[config.mk]
export PLATFORM = sky130hd
export DESIGN_NAME = seg_serial_loader_flat
export DESIGN_NICKNAME = d
export VERILOG_FILES = /design/src/rtl/seg_serial_loader_if.sv /design/src/rtl/seg_serial_loader.sv /design/src/flat_wrapper.sv
export SDC_FILE = /design/constraint.sdc
export NUM_CORES = 1
export LEC_CHECK = 0
export ABC_AREA = 1
export ABC_CLOCK_PERIOD_IN_PS = 2650
export BUFFER_PORTS_ARGS = -buffer_cell sky130_fd_sc_hd__buf_2
export CAP_MARGIN = 20
export CORE_ASPECT_RATIO = 1.1
export CORE_MARGIN = 2
export CORE_UTILIZATION = 40
export CTS_CLUSTER_SIZE = 12
export DETAILED_ROUTE_END_ITERATION = 6
export GPL_TIMING_DRIVEN = 0
export PLACE_DENSITY = 0.67
export SYNTH_ARGS = -nofsm -noshare
export SYNTH_HDL_FRONTEND = slang
export SYNTH_SLANG_ARGS = --single-unit
[constraint.sdc]
create_clock -name clk -period 2.65 [get_ports clk]
set_clock_uncertainty 0.15 [all_clocks]
set_input_delay 0.53 -clock clk [delete_from_list [all_inputs] [get_ports clk]]
set_output_delay 0.53 -clock clk [all_outputs]
set_load 0.01 [all_outputs]
[src/rtl/seg_serial_loader_if.sv]
// Bundle between the sync/data source and the serial display loader:
// refresh request and display word in, three-wire serial bus and status out.
interface seg_serial_loader_if #(
  parameter int WIDTH = 64
);
  logic             sync;
  logic [WIDTH-1:0] data;
  logic             s_clk;
  logic             s_dat;
  logic             s_latch;
  logic             busy;
  logic             done;

  modport master (
    output sync, data,
    input  s_clk, s_dat, s_latch, busy, done
  );

  modport slave (
    input  sync, data,
    output s_clk, s_dat, s_latch, busy, done
  );
endinterface

[src/rtl/seg_serial_loader.sv]
// Snapshots a display word on each sync rising edge and shifts it MSB-first
// onto an external shift-register chain, then strobes the storage latch.
module seg_serial_loader #(
  parameter int WIDTH = 64,
  parameter int HALF  = 2
) (
  input  logic               clk,
  input  logic               rst,
  seg_serial_loader_if.slave bus
);

  localparam int TW = $clog2(HALF + 1);
  localparam int CW = $clog2(WIDTH + 1);

  typedef enum logic [1:0] {
    IDLE,
    SHIFT_LO,
    SHIFT_HI,
    LATCH
  } state_t;

  state_t           state;
  logic             sync_d;
  logic [WIDTH-1:0] sreg;
  logic [WIDTH-1:0] sreg_shl;
  logic [CW-1:0]    cnt;
  logic [TW-1:0]    timer;
  logic             start;
  logic             half_done;

  // Edges seen while a transfer is running are dropped, not queued.
  assign start     = bus.sync & ~sync_d & (state == IDLE);
  assign half_done = (timer == TW'(HALF - 1));
  assign sreg_shl  = sreg << 1;

  // NOTE: every register here uses <= so all updates see pre-edge values;
  // every branch assigns or holds state explicitly, so no latches arise.
  always_ff @(posedge clk) begin
    if (rst) begin
      state       <= IDLE;
      sync_d      <= 1'b0;
      sreg        <= '0;
      cnt         <= '0;
      timer       <= '0;
      bus.s_clk   <= 1'b0;
      bus.s_dat   <= 1'b0;
      bus.s_latch <= 1'b0;
      bus.busy    <= 1'b0;
      bus.done    <= 1'b0;
    end else begin
      sync_d   <= bus.sync;
      bus.done <= 1'b0;

      case (state)
        IDLE: begin
          if (start) begin
            sreg      <= bus.data;
            cnt       <= CW'(WIDTH);
            timer     <= '0;
            state     <= SHIFT_LO;
            bus.s_dat <= bus.data[WIDTH-1];
            bus.busy  <= 1'b1;
          end
        end

        SHIFT_LO: begin
          if (half_done) begin
            timer     <= '0;
            state     <= SHIFT_HI;
            bus.s_clk <= 1'b1;
          end else begin
            timer <= timer + 1'b1;
          end
        end

        SHIFT_HI: begin
          if (half_done) begin
            timer     <= '0;
            sreg      <= sreg_shl;
            cnt       <= cnt - 1'b1;
            bus.s_clk <= 1'b0;
            if (cnt == CW'(1)) begin
              state       <= LATCH;
              bus.s_dat   <= 1'b0;
              bus.s_latch <= 1'b1;
            end else begin
              // Next bit goes out together with the falling s_clk.
              state     <= SHIFT_LO;
              bus.s_dat <= sreg_shl[WIDTH-1];
            end
          end else begin
            timer <= timer + 1'b1;
          end
        end

        LATCH: begin
          if (half_done) begin
            timer       <= '0;
            state       <= IDLE;
            bus.s_latch <= 1'b0;
            bus.busy    <= 1'b0;
            bus.done    <= 1'b1;
          end else begin
            timer <= timer + 1'b1;
          end
        end

        default: state <= IDLE;
      endcase
    end
  end

endmodule

[src/flat_wrapper.sv]
// flat-port wrapper written by rule: the top's interface ports become plain ports
module seg_serial_loader_flat 
#(
  parameter int WIDTH = 64,
  parameter int HALF  = 2
)
  (clk, rst, bus_sync, bus_data, bus_s_clk, bus_s_dat, bus_s_latch, bus_busy, bus_done);
  seg_serial_loader_if #(.WIDTH(WIDTH)) bus_i ();
  input  logic clk;
  input  logic rst;
  input wire logic [$bits(bus_i.sync)-1:0] bus_sync;
  input wire logic [$bits(bus_i.data)-1:0] bus_data;
  output wire logic [$bits(bus_i.s_clk)-1:0] bus_s_clk;
  output wire logic [$bits(bus_i.s_dat)-1:0] bus_s_dat;
  output wire logic [$bits(bus_i.s_latch)-1:0] bus_s_latch;
  output wire logic [$bits(bus_i.busy)-1:0] bus_busy;
  output wire logic [$bits(bus_i.done)-1:0] bus_done;
  assign bus_i.sync = bus_sync;
  assign bus_i.data = bus_data;
  assign bus_s_clk = bus_i.s_clk;
  assign bus_s_dat = bus_i.s_dat;
  assign bus_s_latch = bus_i.s_latch;
  assign bus_busy = bus_i.busy;
  assign bus_done = bus_i.done;
  seg_serial_loader #(.WIDTH(WIDTH), .HALF(HALF)) u_core (.clk(clk), .rst(rst), .bus(bus_i));
endmodule
==> flow_metrics.py, run 1 <==
metrics = {
    "yosys": {
        "synthArstFlopShare": 0,
        "syn_area_per_cell_sq_um": 7.82,
        "synth_top_family_by_area": "simple AND/OR/NAND/NOR gates",
        "synth-xor-area-share": 0.00489,
        "synth.distinct_cells": 23,
        "synth-compound-area-share": 0.193,
        "yosysWarnings": 0,
        "synth_simple_gate_area_frac": 0.285,
        "synth.area.mux_share": 0,
        "ys_seq_area_frac": 0.447,
        "synthCells": 458,
        "syn-num-nets": 527,
        "yosys_most_used_dff": "dfxtp_1",
        "ys_ff_latch": 80,
        "synth_edf_count": 0,
        "synthAdderAreaFrac": 0.00699,
        "syn-cell-area_sq_um": 3580,
    },
    "min_path": {
        "holdPathEnd": "u_core.sync_d",
        "hp-start": "bus_sync",
        "hp-class": "primary input to flip-flop",
        "hold_depth": 3,
    },
    "global_routing": {
        "grt_pass1_wl_mm": 14.0,
        "grt_start_max_net_pins": 14,
        "grt_pass1_vias": 3128,
        "grt-ovfl-total": 0,
        "track_usage": 0.182,
        "antenna_found_initial": 0,
    },
    "placement": {
        "io_buffer_count": 70,
        "dp_hpwl_mm": 5.67,
        "finalWeightedCongestion": 0.803,
        "dp_cells": 642,
        "place_area_sq_um": 4070,
    },
    "drt": {
        "wl_per_cell_microns": 12.3,
        "final_antenna_net_count": 0,
        "wirelength_mm": 8.12,
        "drtIter0Drc": 201,
        "drcViolationCount": 0,
        "vias": 3321,
        "via_per_inst": 5.05,
        "drtPass1Iterations": 4,
    },
    "run_status": {
        "status": "finished clean",
    },
    "final_layout": {
        "drive_above_1_share": 0.193,
        "diodes": 0,
        "post-route-cell-area_sq_um": 4270,
        "mostFrequentLayoutCell": "nand2_1",
        "stdcell_count": 658,
        "syn2layout_area_growth_pct": 19.3,
        "finalNetCount": 608,
        "final_cell_mix": "nand2_1, buf_2, dfxtp_1, nand3_1, o211a_1",
    },
    "setup_path": {
        "r2r_start": "u_core.state[0]",
        "crit_required_ps": 2760,
        "critPathArrivalTime_ps": 1960,
        "cp-end-kind": "flip-flop",
        "startpoint_type": "flip-flop",
        "r2r_slack_ps": 800,
        "criticalPathCategory": "flip-flop to flip-flop",
        "crit_fanout": 10,
        "r2r-end": "u_core.sreg[57]",
        "r2r.worst_path.cells": 7,
    },
    "power": {
        "p_sw_mw": 0.736,
        "p_per_area_nw_per_um2": 630,
        "power_mw": 2.69,
        "power_frac_seq": 0.510,
        "irDropWorstVdd_mv": 0.288,
        "pwr-share-clk": 0.342,
        "power.internal_mw": 1.95,
        "swShare": 0.274,
        "pwr-share-comb": 0.148,
        "leakagePower_nw": 2.31,
    },
    "floorplanning": {
        "die_h_microns": 103,
        "start_util": 0.408,
        "die_x_microns": 94.2,
        "io_pins": 72,
        "core_region_area_sq_um": 8780,
        "dieArea_sq_um": 9730,
        "placement_rows": 36,
    },
    "timing": {
        "rsz0062_at_grt": "false",
        "period_needed_ps": 1850,
        "finalSetupViolCount": 0,
        "max_freq_ghz": 0.541,
        "worstMarginPinSlew_ps": 480,
        "drv_slew": 0,
        "slew_headroom": 0.680,
        "finalHoldViolCount": 0,
        "period_share": 0.698,
        "final.setup.tns_ps": 0,
    },
    "cts": {
        "cts_buffers": 9,
        "cts.sinks": 80,
        "post_cts_buffers": 0,
        "path_clk_slew_ps": 80,
        "cts_resized": 0,
        "hold_buffers": 0,
        "cts_tree": "built",
        "clockBufferDepth": 2,
        "htreeDepth": 3,
        "cts_root_buf": "clkbuf_8",
        "insertion_delay_ps": 360,
    },
    "job": {
        "drv_cap": 0,
    },
}
per-stage QoR:
| step | util | setup slack [ps] | hold WS, ps |
|---|---|---|---|
| after global routing | 0.486 | 616 | 271 |
| after CTS | 0.486 | 764 | 228 |
| after detailed placement | 0.464 | 583 | 300 |
| final | 0.486 | 801 | 250 |
| after floorplan | - | 971 | 275 |
| after global placement | 0.464 | 571 | 289 |
Yosys cell counts, types with 2 or more instances:
cell type  count  area share
ha_1           2      0.0070
nor3_1         2      0.0028
nand2_1      150        0.16
clkbuf_1      19       0.020
buf_4          3      0.0063
xor2_1         2      0.0049
o21ai_0        3      0.0042
a21oi_1        9       0.013
inv_1         15       0.016
o211a_1       60        0.17
dfxtp_1       80        0.45
o21ai_1        3      0.0042
buf_2         11       0.015
nor2_1        24       0.025
nand3_1       65       0.091
inv_2          3      0.0031
state kept, by name, indices dropped and copies added, names as in the netlist:
register	flops
u_core.cnt	7
u_core.bus.s_latch	1
u_core.timer	2
u_core.bus.busy	1
u_core.bus.done	1
u_core.state	2
u_core.sync_d	1
u_core.sreg	63
u_core.bus.s_clk	1
u_core.bus.s_dat	1
layout make-up:
| class | count | area, sq um |
|---|---|---|
| fillers | 911 | 4510 |
| clock inverters | 5 | 56.3 |
| well taps | 114 | 143 |
| plain buffers | 34 | 160 |
| flip-flops and latches | 80 | 1600 |
| repair buffers | 70 | 350 |
| inverters | 18 | 67.6 |
| clock buffers | 11 | 141 |
| multi-input cells | 326 | 1750 |
metal layers:
layer  vias to the layer above  part of all wire  global-route usage
met5                         -                 0                   0
met3                         6             0.046              0.0413
met4                         0            0.0083              0.0769
met1                      1552              0.46               0.222
li1                       1707                 -                   -
met2                        56              0.49               0.313
kinds of logic (layout without fill, tap and decap cells):
| family | count (synthesis) | count (layout) |
|---|---|---|
| AOI/OAI and AO/OA | 77 | 77 |
| xor gates and xnor gates | 2 | 2 |
| adders and majority gates | 2 | 2 |
| buffers and inverters | 52 | 138 |
| DFF | 80 | 80 |
| and+or+nand+nor | 245 | 245 |
power groups by stage:
stage / clock [mW] / combinational, mW / sequential, mW
floorplan: 0 / 0.283 / 1.39
global placement: 0 / 0.393 / 1.40
detailed placement: 0 / 0.402 / 1.40
CTS: 0.937 / 0.403 / 1.37
global route: 0.981 / 0.457 / 1.39
finish: 0.919 / 0.399 / 1.37
worst max-delay path by stage:
stage / startpoint / end / depth (start not counted)
2_1_floorplan: rst / u_core.sreg[21] / 5
3_3_place_gp: rst / u_core.sreg[34] / 5
3_5_place_dp: rst / u_core.sreg[39] / 5
4_1_cts: u_core.state[1] / u_core.sreg[57] / 8
5_1_grt: u_core.state[1] / u_core.sreg[57] / 8
6_report: u_core.state[0] / u_core.sreg[57] / 7
critical path: stages (launching register included):
cell and delay [ps]:
dfxtp_1 380, nor2_1 250, nand2_1 210, nand2_2 190, buf_6 160, buf_4 190
nand3_1 100, o211a_1 110
Power figures use the tool's default switching activity.
==> inputs of run 2 (changes only) <==
Settings changed: ABC_CLOCK_PERIOD_IN_PS 2650 to 1890.
Clock period 2.65 ns to 1.89 ns, I/O delays scaled along.
==> run 2 against run 1 <==
Compared with the run above: design area grew 0.88%; sequential share of layout area shrank 0.33 points; worst setup slack lost 670 ps; register-to-register slack worse by 670 ps; clock power up 40%; routed wire length rose by 0.52%; fmax rose by 5.2%; clock-buffer cell count did not move; die area unchanged; worst hold slack lost 160 ps; total power rose by 41%; sequential cell count unchanged; critical path type unchanged.
==> flow_metrics.py, run 2 (synthesized netlist as in run 1, its figures left out) <==
metrics = {
    "run_status": {
        "status": "finished clean",
    },
    "placement": {
        "place_area_sq_um": 4070,
        "post-place-ws_ps": -25.5,
        "dp_hpwl_mm": 5.67,
        "finalWeightedCongestion": 0.803,
        "io_buffer_count": 70,
    },
    "final_layout": {
        "reg_top3": "u_core.sreg: 63 flops, u_core.cnt: 7 flops",
        "finalCoreUtilization": 0.491,
        "drive_above_1_share": 0.209,
        "diodes": 0,
        "largest_reg_flops": 63,
        "post-route-cell-area_sq_um": 4310,
        "top_register": "u_core.sreg",
        "final_cell_mix": "nand2_1, buf_2, dfxtp_1, nand3_1, o211a_1",
        "mostFrequentLayoutCell": "nand2_1",
        "fillers": 910,
        "finalNetCount": 610,
        "syn2layout_area_growth_pct": 20.3,
    },
    "setup_path": {
        "crit_fanout": 10,
        "critPathArrivalTime_ps": 1870,
        "cp-end-kind": "flip-flop",
        "critical_path.cell_chain": "nor2_2, nand2_1, nand2_2, buf_6, buf_4, nand3_1, o211a_1",
        "path_buf_inv": 2,
        "slowest_stage": "dfxtp_1",
        "criticalPathCategory": "flip-flop to flip-flop",
        "startpoint_type": "flip-flop",
        "crit_required_ps": 2000,
        "critical_path.top_delay_family": "simple AND/OR/NAND/NOR gates",
        "cpPeakStageDelay_ps": 390,
    },
    "timing": {
        "rsz0062_at_grt": "true",
        "max_freq_ghz": 0.569,
        "setup_ws_ps": 132,
        "drv_slew": 0,
        "period_share": 0.930,
        "worstMarginPinSlew_ps": 519,
        "period_needed_ps": 1760,
        "slew_headroom": 0.654,
        "finalSetupViolCount": 0,
        "finalHoldViolCount": 0,
        "hold_ws_ps": 92.3,
    },
    "global_routing": {
        "track_usage": 0.182,
        "grt_start_max_net_pins": 14,
        "antenna_found_initial": 0,
        "grt_pass1_wl_mm": 14.0,
        "grt_pass1_vias": 3128,
        "grt-ovfl-total": 0,
    },
    "power": {
        "leakagePower_nw": 2.34,
        "irDropWorstVdd_mv": 0.405,
        "p_per_area_nw_per_um2": 878,
    },
    "min_path": {
        "hp-class": "primary input to flip-flop",
    },
    "cts": {
        "cts_tree": "built",
        "clockBufferDepth": 2,
        "htreeDepth": 3,
        "hold_buffers": 0,
        "insertion_delay_ps": 370,
        "cts_root_buf": "clkbuf_8",
        "path_clk_slew_ps": 80,
        "cts.sinks": 80,
        "cts_buffers": 9,
    },
    "drt": {
        "drtIter0Drc": 172,
        "wl_per_cell_microns": 12.4,
        "drtPass1Iterations": 4,
        "via_per_inst": 5.04,
        "final_antenna_net_count": 0,
        "vias": 3324,
        "wirelength_mm": 8.16,
        "drcViolationCount": 0,
    },
    "floorplanning": {
        "die_h_microns": 103,
        "io_pins": 72,
        "core_region_area_sq_um": 8780,
        "start_util": 0.408,
        "dieArea_sq_um": 9730,
        "placement_rows": 36,
        "die_x_microns": 94.2,
    },
    "job": {
        "drv_cap": 0,
    },
}
-- run 2: area by class of cell --
class / count / area [sq um] / share of cell area
clock buffer: 11 / 141 / 0.0328
sequential: 80 / 1600 / 0.372
inverter: 18 / 67.6 / 0.0157
timing repair buffer: 72 / 378 / 0.0877
multi-input combinational: 326 / 1750 / 0.407
tap: 114 / 143 / 0.0331
buffer: 34 / 168 / 0.0389
clock inverter: 5 / 56.3 / 0.0131
-- run 2: final timing paths --
path              startpoint         endpoint  slack (ps)  cells after the start
max          u_core.state[0]  u_core.sreg[57]         130                      7
max reg2reg  u_core.state[0]  u_core.sreg[57]         130                      7
min                 bus_sync    u_core.sync_d          90                      3
min reg2reg  u_core.sreg[61]  u_core.sreg[61]         310                      2
-- run 2: layer usage --
| layer | part of all wire | vias to the layer above | GRT usage |
|---|---|---|---|
| met2 | 0.48 | 60 | 0.313 |
| met3 | 0.048 | 7 | 0.0413 |
| li1 | - | 1708 | - |
| met5 | 0 | - | 0 |
| met1 | 0.46 | 1549 | 0.222 |
| met4 | 0.013 | 0 | 0.0769 |
-- run 2: what timing repair did --
action,4_1_cts,5_1_grt
buffers inserted,0,2
setup endpoints to repair,0,67
resized for setup,0,13
-- run 2: tightest hold or removal path, cell delays in order --
cell	delay [ps]
buf_2	80
inv_1	40
nor2_1	70
-- run 2: where the power goes --
part           internal, mW  switching, mW  leakage, nW  total [mW]
combinational         0.259          0.307         1.58       0.566
clock                 0.645          0.648       0.0993        1.29
sequential             1.84         0.0837        0.660        1.93
-- run 2: metrics by stage --
step / total power [mW] / instances / TNS [ps]
final: 3.78 / 660 / 0
after global routing: 3.97 / 660 / -99.4
after CTS: 3.80 / 658 / 0
after detailed placement: 2.53 / 642 / -399
after global placement: 2.51 / 642 / -950
after floorplan: 2.34 / 458 / 0
